**config.mk**
```make
export PLATFORM = sky130hd
export DESIGN_NAME = circular_buffer_queue
export DESIGN_NICKNAME = d
export VERILOG_FILES = /design/src/rtl/circular_buffer_queue_pkg.sv /design/src/rtl/circular_buffer_queue_ram.sv /design/src/rtl/circular_buffer_queue.sv
export SDC_FILE = /design/constraint.sdc
export NUM_CORES = 1
export LEC_CHECK = 0
export ABC_AREA = 1
export CELL_PAD_IN_SITES_DETAIL_PLACEMENT = 0
export CELL_PAD_IN_SITES_GLOBAL_PLACEMENT = 1
export CORE_ASPECT_RATIO = 1.75
export CORE_MARGIN = 2
export CORE_UTILIZATION = 40
export CTS_BUF_LIST = sky130_fd_sc_hd__clkbuf_4 sky130_fd_sc_hd__clkbuf_8 sky130_fd_sc_hd__clkbuf_16
export CTS_CLUSTER_DIAMETER = 100
export DETAILED_ROUTE_END_ITERATION = 12
export HOLD_SLACK_MARGIN = 0.15
export PLACE_DENSITY = 0.82
export SLEW_MARGIN = 20
export SYNTH_ARGS = -nofsm -noshare
export SYNTH_HDL_FRONTEND = slang
export SYNTH_SLANG_ARGS = --single-unit
```
**constraint.sdc**
```tcl
create_clock -name clock -period 1.7 [get_ports clock]
set_clock_uncertainty 0.1 [all_clocks]
set_input_delay 0.17 -clock clock [delete_from_list [all_inputs] [get_ports clock]]
set_output_delay 0.17 -clock clock [all_outputs]
set_load 0.01 [all_outputs]
```
**src/rtl/circular_buffer_queue_pkg.sv**
```systemverilog
// Shared definitions for the circular buffer queue.
//   queue_state_t : occupancy state of the queue controller
//   width_for()   : clog2-based width helper, never returns less than 1 bit
package queue_pkg;

    typedef enum logic [1:0] {Q_EMPTY, Q_PARTIAL, Q_FULL} queue_state_t;

    function automatic int width_for(input int n);
        return (n < 2) ? 1 : $clog2(n);
    endfunction

endpackage

```
**src/rtl/circular_buffer_queue_ram.sv**
```systemverilog
// Queue storage: DATA_WIDTH x QUEUE_DEPTH, synchronous write, asynchronous read.
// Kept separate so a vendor RAM can replace it without touching the control logic.
// Ports:
//   clock        in   write clock (rising edge)
//   write_enable in   write write_data into write_addr this edge
//   write_addr   in   write address
//   write_data   in   write data
//   read_addr    in   read address
//   read_data    out  mem[read_addr], combinational
module queue_ram #(
    parameter int DATA_WIDTH  = 8,
    parameter int QUEUE_DEPTH = 10,
    parameter int ADDR_WIDTH  = 4
) (
    input  logic                  clock,
    input  logic                  write_enable,
    input  logic [ADDR_WIDTH-1:0] write_addr,
    input  logic [DATA_WIDTH-1:0] write_data,
    input  logic [ADDR_WIDTH-1:0] read_addr,
    output logic [DATA_WIDTH-1:0] read_data
);

    logic [DATA_WIDTH-1:0] mem [QUEUE_DEPTH];

    always_ff @(posedge clock) begin
        if (write_enable) begin
            mem[write_addr] <= write_data;
        end
    end

    assign read_data = mem[read_addr];

endmodule

```
**src/rtl/circular_buffer_queue.sv**
```systemverilog
// Single-clock FIFO queue on a circular buffer with occupancy count,
// almost-full/almost-empty flags, synchronous flush and sticky overflow.
// Ports:
//   clock             in   rising-edge clock
//   resetN            in   asynchronous active-low reset
//   flush             in   synchronous clear of contents (priority over push/pop)
//   in_data/in_valid  in   item to push and its valid
//   in_back_pressure  out  1 = queue full, push refused
//   out_data          out  item at queue front (first-word-fall-through)
//   out_valid         out  1 = out_data holds a valid item
//   out_back_pressure in   1 = receiver not ready
//   count             out  current occupancy
//   almost_full       out  count >= ALMOST_FULL_LEVEL
//   almost_empty      out  count <= ALMOST_EMPTY_LEVEL
//   overflow          out  sticky: push attempted while full
module circular_buffer_queue
    import queue_pkg::*;
#(
    parameter int DATA_WIDTH         = 8,
    parameter int QUEUE_DEPTH        = 10,
    parameter int ALMOST_FULL_LEVEL  = QUEUE_DEPTH - 2,
    parameter int ALMOST_EMPTY_LEVEL = 2,
    localparam int ADDR_WIDTH        = width_for(QUEUE_DEPTH),
    localparam int COUNT_WIDTH       = width_for(QUEUE_DEPTH + 1)
) (
    input  logic                   clock,
    input  logic                   resetN,
    input  logic                   flush,
    input  logic [DATA_WIDTH-1:0]  in_data,
    input  logic                   in_valid,
    output logic                   in_back_pressure,
    output logic [DATA_WIDTH-1:0]  out_data,
    output logic                   out_valid,
    input  logic                   out_back_pressure,
    output logic [COUNT_WIDTH-1:0] count,
    output logic                   almost_full,
    output logic                   almost_empty,
    output logic                   overflow
);

    localparam logic [ADDR_WIDTH-1:0]  LAST_ADDR     = ADDR_WIDTH'(QUEUE_DEPTH - 1);
    localparam logic [COUNT_WIDTH-1:0] COUNT_ONE     = COUNT_WIDTH'(1);
    localparam logic [COUNT_WIDTH-1:0] COUNT_LAST    = COUNT_WIDTH'(QUEUE_DEPTH - 1);
    localparam logic [COUNT_WIDTH-1:0] AF_LEVEL      = COUNT_WIDTH'(ALMOST_FULL_LEVEL);
    localparam logic [COUNT_WIDTH-1:0] AE_LEVEL      = COUNT_WIDTH'(ALMOST_EMPTY_LEVEL);

    queue_state_t          state;
    logic [ADDR_WIDTH-1:0] wr_ptr;
    logic [ADDR_WIDTH-1:0] rd_ptr;
    logic                  push;
    logic                  pop;

    // Depth need not be a power of two, so wrap on an explicit compare.
    function automatic logic [ADDR_WIDTH-1:0] advance(input logic [ADDR_WIDTH-1:0] ptr);
        return (ptr == LAST_ADDR) ? '0 : ptr + 1'b1;
    endfunction

    // Status is decoded from registered state only; FULL refuses a push even
    // when a pop happens in the same cycle.
    assign out_valid        = (state != Q_EMPTY);
    assign in_back_pressure = (state == Q_FULL);
    assign almost_full      = (count >= AF_LEVEL);
    assign almost_empty     = (count <= AE_LEVEL);

    assign push = in_valid & ~in_back_pressure;
    assign pop  = out_valid & ~out_back_pressure;

    always_ff @(posedge clock or negedge resetN) begin
        if (!resetN) begin
            state    <= Q_EMPTY;
            wr_ptr   <= '0;
            rd_ptr   <= '0;
            count    <= '0;
            overflow <= 1'b0;
        end else if (flush) begin
            state    <= Q_EMPTY;
            wr_ptr   <= '0;
            rd_ptr   <= '0;
            count    <= '0;
            overflow <= 1'b0;
        end else begin
            if (push) begin
                wr_ptr <= advance(wr_ptr);
            end
            if (pop) begin
                rd_ptr <= advance(rd_ptr);
            end
            if (push && !pop) begin
                count <= count + 1'b1;
            end else if (pop && !push) begin
                count <= count - 1'b1;
            end
            if (in_valid && (state == Q_FULL)) begin
                overflow <= 1'b1;
            end
            case (state)
                Q_EMPTY: begin
                    if (push) begin
                        state <= Q_PARTIAL;
                    end
                end
                Q_PARTIAL: begin
                    if (push && !pop && (count == COUNT_LAST)) begin
                        state <= Q_FULL;
                    end else if (pop && !push && (count == COUNT_ONE)) begin
                        state <= Q_EMPTY;
                    end
                end
                Q_FULL: begin
                    if (pop) begin
                        state <= Q_PARTIAL;
                    end
                end
                default: state <= Q_EMPTY;
            endcase
        end
    end

    queue_ram #(
        .DATA_WIDTH (DATA_WIDTH),
        .QUEUE_DEPTH(QUEUE_DEPTH),
        .ADDR_WIDTH (ADDR_WIDTH)
    ) u_ram (
        .clock       (clock),
        .write_enable(push & ~flush),
        .write_addr  (wr_ptr),
        .write_data  (in_data),
        .read_addr   (rd_ptr),
        .read_data   (out_data)
    );

endmodule

```
==> reports/qor.yml, run 1 <==
critical_path:
  crit_type: "flop to primary output"
  rr_startpoint: "state[0]"
  crit_fanout: 5
  crit_start: "rd_ptr[0]"
  path_depth: 10
  critPathMaxStageDelay_ps: 430
  path_delay_family: "buffers and inverters"
  critPathCapture: "out_data[5]"
  rrSetupSlack_ps: 90
  worstRegToRegCells: 7
  crit_chain: "buf_6 > inv_8 > buf_12 > nor2_4 > nor2_2 > o21ai_2 > nand3_1 > nand3_1 > nand2_1 > buf_2"
  r2r-end: "u_ram.mem[8][1]"
  crit_required_ps: 1430
  crit_path_start_kind: "flop"
  cp-end-kind: "primary output"
  path_buf_inv: 4
  cp_slowest_cell: "dfrtp_2"
  crit_top_cell: "nand3_1"
  crit_arrival_ps: 1740
floorplan:
  die-area_sq_um: 11380
  ioPinCount: 30
  fp.dieW_microns: 81.49
  rows: 49
  fp.dieH_microns: 139.6
  initial_core_util_pct: 41.05
  core_area_sq_um: 10240
routing:
  drt_iter0_markers: 298
  met3_length_microns: 481
  dr.pass1.iters: 4
  met2_length_microns: 6040
  avgRoutedWirePerCell_microns: 17.15
  drt-met1-wl_microns: 3565
  via_count: 3129
  finalWirelength_microns: 10360
  ant_nets: 0
  avgViaCountPerCell: 5.180
  drc: 0
  routed.top_layer: "met4"
layout:
  stdcell_count: 604
  num-fill-cells: 842
  fin_area_sq_um: 5634
  syn_to_final_growth_pct: 34.06
  n_antenna_cell: 0
  drive_above_1_share_pct: 31.24
  layout.nets: 490
status:
  status: "finished, violations left"
  violations: "setup timing"
sta:
  fin_ws_ps: -314.3
  tightest_slew_ps: 407.7
  rsz0062_at_grt: "true"
  finalHoldViolations: 0
  setup_tns_ps: -2143
  fin_crit_ps: 2014
  drv_slew: 0
  fin_crit_sh_pct: 118.5
  setup_viol: 8
  max-slew-margin-rel_pct: 72.74
  fmax_ghz: 0.4964
min_path:
  hp-class: "flop to flop"
  hold_depth: 2
place:
  place.gp.congestion: 0.8111
  placed_area_sq_um: 4940
  place_inst: 577
  dpl_worst_slack_ps: -319.0
  hpwl_microns: 6947
  io_buffers: 29
synth:
  synth.cell_area_sq_um: 4203
  ys_ff_latch: 95
  synth_top_area_share_pct: 57.16
  netlist_instances: 391
  seq_area_frac_synth_pct: 66.09
  syn_nets: 409
  yosysWarnings: 0
  synth_cell_types: 32
  synth_top_area_cell: "edfxtp_1"
  synthTopCellsByArea: "edfxtp_1, dfrtp_1, nor2_1"
  syn_avg_cell_area_sq_um: 10.75
power_and_ir_drop:
  ir_worst_vdd_mv: 0.6167
  power.total_mw: 6.059
  p_leak_nw: 2.204
  power.density_nw_per_um2: 1075
cts:
  cts_tree: "done"
  cts-root-buf: "clkbuf_16"
  clk_pin_slew_worst_paths_ps: 60
  clock_sinks: 95
  htree_levels: 3
  cts-buffers-inserted: 9
  ctsLongestPathBuffers: 2
  insertion_delay_ps: 340
grt:
  grt_max_degree: 21
  grt_overflow_total: 0
  grt_pass1_vias: 3252
  antenna_found_initial: 0
  grt_use_total_pct: 19.93
  grt_first_pass_wirelength_microns: 16500
flow_run:
  max_cap_viol_count: 0
[cells in the mapped netlist, drive strengths merged]
cell type and count:
a21oi 2, buf 11, clkbuf 4, clkinv 2, dfrtp 15, edfxtp 80, ha 5, inv 26
nand2 51, nand3 40, nand4 3, nor2 88, nor3 5, o211ai 4, o21ai 44, o21bai 2
o22ai 4, xnor2 2, xor2 3
[placed cells by master (no fill, tap or decap), types with 7 or more instances in the layout]
master / n
o21ai_2: 17
buf_4: 41
nor2_2: 16
inv_1: 18
o21ai_1: 11
buf_2: 8
nand3_1: 30
nand3_2: 10
edfxtp_1: 80
clkdlybuf4s50_1: 17
inv_2: 7
clkbuf_16: 9
dfrtp_1: 13
o21ai_0: 13
nand2_1: 46
nor2_1: 67
[registers in the layout, summed over array words and instances, names as in the netlist]
| register | count |
|---|---|
| count | 4 |
| wr_ptr | 4 |
| overflow | 1 |
| state | 2 |
| u_ram.mem | 80 |
| rd_ptr | 4 |
[metrics by stage]
stage | hold WS (ps) | util, %
after floorplan | -225.6 | -
after global placement | 411.0 | 48.25
after detailed placement | 413.4 | 48.25
after CTS | 420.9 | 54.39
after global routing | 442.6 | 55.03
final | 420.0 | 55.03
[kinds of logic (layout without fill, tap and decap cells)]
logic type	count (synthesis)	count (layout)	synth area share, %
AOI/OAI and AO/OA	56	56	7.323
xor gates and xnor gates	5	5	1.042
adders and majority gates	5	5	1.489
buffers and inverters	43	129	4.823
DFF	95	95	66.09
and+or+nand+nor	187	187	19.23
[where the power goes]
group / leakage (nW) / switching, mW / internal [mW]
Combinational: 1.13 / 0.689 / 0.605
Clock: 0.152 / 0.830 / 1.29
Sequential: 0.920 / 0.0510 / 2.59
Total: 2.20 / 1.57 / 4.49
[repair_timing]
action,CTS,global route
gates cloned,3,0
pin swaps,32,11
endpoints found under the setup margin,27,23
endpoints found under the hold margin,15,0
resized for setup,104,24
setup buffers,8,0
hold buffers,1,0
[per-layer routing]
metal	global-route usage, %	vias to the layer above
met5	0	-
met4	8.742	0
met3	3.113	21
met2	37.53	98
met1	20.73	1497
li1	-	1513
[worst register-to-register path: stages (launching register included)]
cell and delay, ps:
dfrtp_1 420, inv_2 70, nand2_2 80, nand3_2 80, inv_2 110, nand3_2 130, nor3_2 160, buf_6 180
[area by class of cell]
type | count | area [sq um] | share of cell area (%)
Clock buffer | 9 | 225.2 | 3.997
Inverter | 28 | 112.6 | 1.999
Timing Repair Buffer | 85 | 825.8 | 14.66
Clock inverter | 7 | 97.59 | 1.732
Sequential cell | 95 | 2780 | 49.34
Multi-Input combinational cell | 253 | 1434 | 25.45
Tap cell | 127 | 158.9 | 2.820
[how the worst min path moves through the flow]
stage | start | endpoint | slack [ps]
floorplan | resetN | count[0] | -230
global placement | resetN | wr_ptr[0] | 410
detailed placement | overflow | overflow | 410
CTS | flush | overflow | 420
global route | overflow | overflow | 440
finish | overflow | overflow | 420
Note: power is estimated with default switching activity, not from simulation.
==> run 2: changes to the inputs <==
--- a/config.mk
+++ b/config.mk
@@ -14,7 +14,7 @@
 export CTS_BUF_LIST = sky130_fd_sc_hd__clkbuf_4 sky130_fd_sc_hd__clkbuf_8 sky130_fd_sc_hd__clkbuf_16
 export CTS_CLUSTER_DIAMETER = 100
 export DETAILED_ROUTE_END_ITERATION = 12
-export HOLD_SLACK_MARGIN = 0.15
+export HOLD_SLACK_MARGIN = 0.03
 export PLACE_DENSITY = 0.82
 export SLEW_MARGIN = 20
 export SYNTH_ARGS = -nofsm -noshare
==> run 2 against run 1 <==
  * The run still ends with setup timing left
  * Final area down 0.18%
  * Largest power group unchanged
  * Register-to-register slack is essentially flat
  * Utilization decreased by 0.098 points
  * Cell count fell by 0.17%
  * Non-clock buffer count decreased by 1
  * Sequential power barely moved
  * Critical path depth stayed put
  * Fmax fell by 0.38%
  * Via count increased by 1.8%
  * Worst setup slack lost 7.7 ps
  * Sequential share of layout area rose by 0.088 points
==> reports/qor.yml, run 2 (same netlist as run 1, synthesis figures left out) <==
sta:
  tightest_slew_ps: 405.3  # -2.308 ps
  fmax_ghz: 0.4946  # -0.38%
  max-slew-margin-rel_pct: 72.89  # +0.15 points
  rsz0062_at_grt: "true"
  fin_crit_ps: 2022  # +7.670 ps
  drv_slew: 0  # unchanged
  finalHoldViolations: 0  # unchanged
  fin_ws_ps: -322.0  # -7.670 ps
  fin_crit_sh_pct: 118.9  # +0.45 points
  setup_viol: 8  # unchanged
floorplan:
  core_area_sq_um: 10240  # unchanged
  fp.dieH_microns: 139.6  # unchanged
  die-area_sq_um: 11380  # unchanged
  fp.dieW_microns: 81.49  # unchanged
  initial_core_util_pct: 41.05  # unchanged
  ioPinCount: 30  # unchanged
  rows: 49  # unchanged
critical_path:
  crit_type: "flop to primary output"
  r2r-end: "u_ram.mem[8][1]"
  crit_fanout: 5  # unchanged
  cp-end-kind: "primary output"
  worstRegToRegCells: 7  # unchanged
  crit_start: "rd_ptr[0]"
  crit_arrival_ps: 1750  # about the same
  crit_required_ps: 1430  # about the same
  rrSetupSlack_ps: 90  # about the same
  crit_path_start_kind: "flop"
  rr_startpoint: "state[0]"
layout:
  ff_latch_area_sq_um: 2780  # unchanged
  fin_util_pct: 54.93  # -0.098 points
  fin_area_sq_um: 5624  # -0.18%
  regMostFlops: "u_ram.mem"
  n_antenna_cell: 0  # unchanged
  drive_above_1_share_pct: 31.30  # +0.066 points
  final_cell_mix: "edfxtp_1, nor2_1, nand2_1, buf_4, nand3_1"
  syn_to_final_growth_pct: 33.82
  mostFrequentLayoutCell: "edfxtp_1"
  layout.nets: 489  # -0.20%
  num-fill-cells: 844  # +0.24%
  multi_input_comb_area_sq_um: 1434  # unchanged
  largest_reg_flops: 80  # unchanged
place:
  place.gp.congestion: 0.8111  # unchanged
  placed_area_sq_um: 4940  # unchanged
  io_buffers: 29  # unchanged
  hpwl_microns: 6947  # unchanged
routing:
  met2_length_microns: 6016  # -0.40%
  drc: 0  # unchanged
  dr.pass1.iters: 6  # +2
  avgViaCountPerCell: 5.284  # +2.0%
  avgRoutedWirePerCell_microns: 17.34  # +1.1%
  drt_iter0_markers: 324  # +8.7%
  via_count: 3186  # +1.8%
  drt-met1-wl_microns: 3746  # +5.1%
  met3_length_microns: 348  # -28%
  routed.top_layer: "met4"
  finalWirelength_microns: 10460  # +0.94%
  ant_nets: 0  # unchanged
status:
  status: "finished, violations left"
  violations: "setup timing"
cts:
  cts_tree: "done"
  ctsLongestPathBuffers: 2  # unchanged
  htree_levels: 3  # unchanged
  cts-root-buf: "clkbuf_16"
  cts-buffers-inserted: 9  # unchanged
  holdBufCountCts: 0  # -1
  clock_sinks: 95  # unchanged
  clk_pin_slew_worst_paths_ps: 60  # about the same
  insertion_delay_ps: 340  # about the same
grt:
  grt_max_degree: 21  # unchanged
  grt_pass1_vias: 3256  # +0.12%
  grt_first_pass_wirelength_microns: 16530  # +0.13%
  antenna_found_initial: 0  # unchanged
  grt_use_total_pct: 19.94  # about the same
  grt_overflow_total: 0  # unchanged
power_and_ir_drop:
  power.density_nw_per_um2: 1080  # +0.39%
  p_leak_nw: 2.200  # -0.19%
  ir_worst_vdd_mv: 0.6163  # about the same
min_path:
  hp-class: "input port to asynchronous set/reset pin"
flow_run:
  max_cap_viol_count: 0  # unchanged
run 2: cell count changes in the layout (fill, tap and decap cells not counted), sizes merged:
cell         change
dlygate4sd3      -1
run 2: worst max path at each step:
stage	to	slack, ps	depth (start not counted)
2_1_floorplan	u_ram.mem[4][0]	-20	6
3_3_place_gp	out_data[0]	-310	9
3_5_place_dp	out_data[2]	-320	8
4_1_cts	out_data[5]	-250	9
5_1_grt	out_data[5]	-370	10
6_report	out_data[5]	-320	10
run 2: report_power, final:
| group | switching [mW] | total, mW | leakage, nW | internal, mW |
|---|---|---|---|---|
| clock network | 0.841 | 2.13 | 0.152 | 1.29 |
| logic | 0.693 | 1.30 | 1.13 | 0.604 |
| registers | 0.0512 | 2.65 | 0.920 | 2.59 |
run 2: layout make-up:
type	count	area share, %
Clock inverter	7	1.735
Timing Repair Buffer	84	14.51
Inverter	28	2.002
Multi-Input combinational cell	253	25.50
Tap cell	127	2.825
Clock buffer	9	4.004
Sequential cell	95	49.43
run 2: stage by stage:
step / hold WS [ps] / power, mW / worst slack (ps) / TNS [ps] / std cells
after global routing: 68.75 / 6.326 / -373.7 / -2725 / 603
after detailed placement: 413.4 / 3.800 / -319.0 / -5992 / 577
after CTS: 41.86 / 6.079 / -251.8 / -1920 / 604
final: 40.49 / 6.072 / -322.0 / -2176 / 603
after global placement: 411.0 / 3.778 / -308.5 / -5388 / 577
after floorplan: -225.6 / 3.303 / -17.51 / -288.4 / 391
run 2: critical path, stage by stage, from the launching register on:
cell	delay [ps]
dfrtp_2	440
buf_6	140
inv_8	70
buf_12	120
nor2_4	30
nor2_2	120
o21ai_2	70
nand3_1	100
nand3_1	90
nand2_1	90
buf_2	130
run 2: layer usage:
| metal | GRT usage (%) | vias to the layer above |
|---|---|---|
| met2 | 37.53 | 93 |
| met1 | 20.73 | 1561 |
| li1 | - | 1506 |
| met3 | 3.178 | 26 |
| met4 | 8.742 | 0 |
| met5 | 0 | - |
run 2: repair_timing:
action | in CTS | in global routing
gates resized for setup | 104 | 24
cloned | 3 | 0
buffers inserted | 8 | 0
pin swaps | 32 | 11
endpoints found under the setup margin | 27 | 23
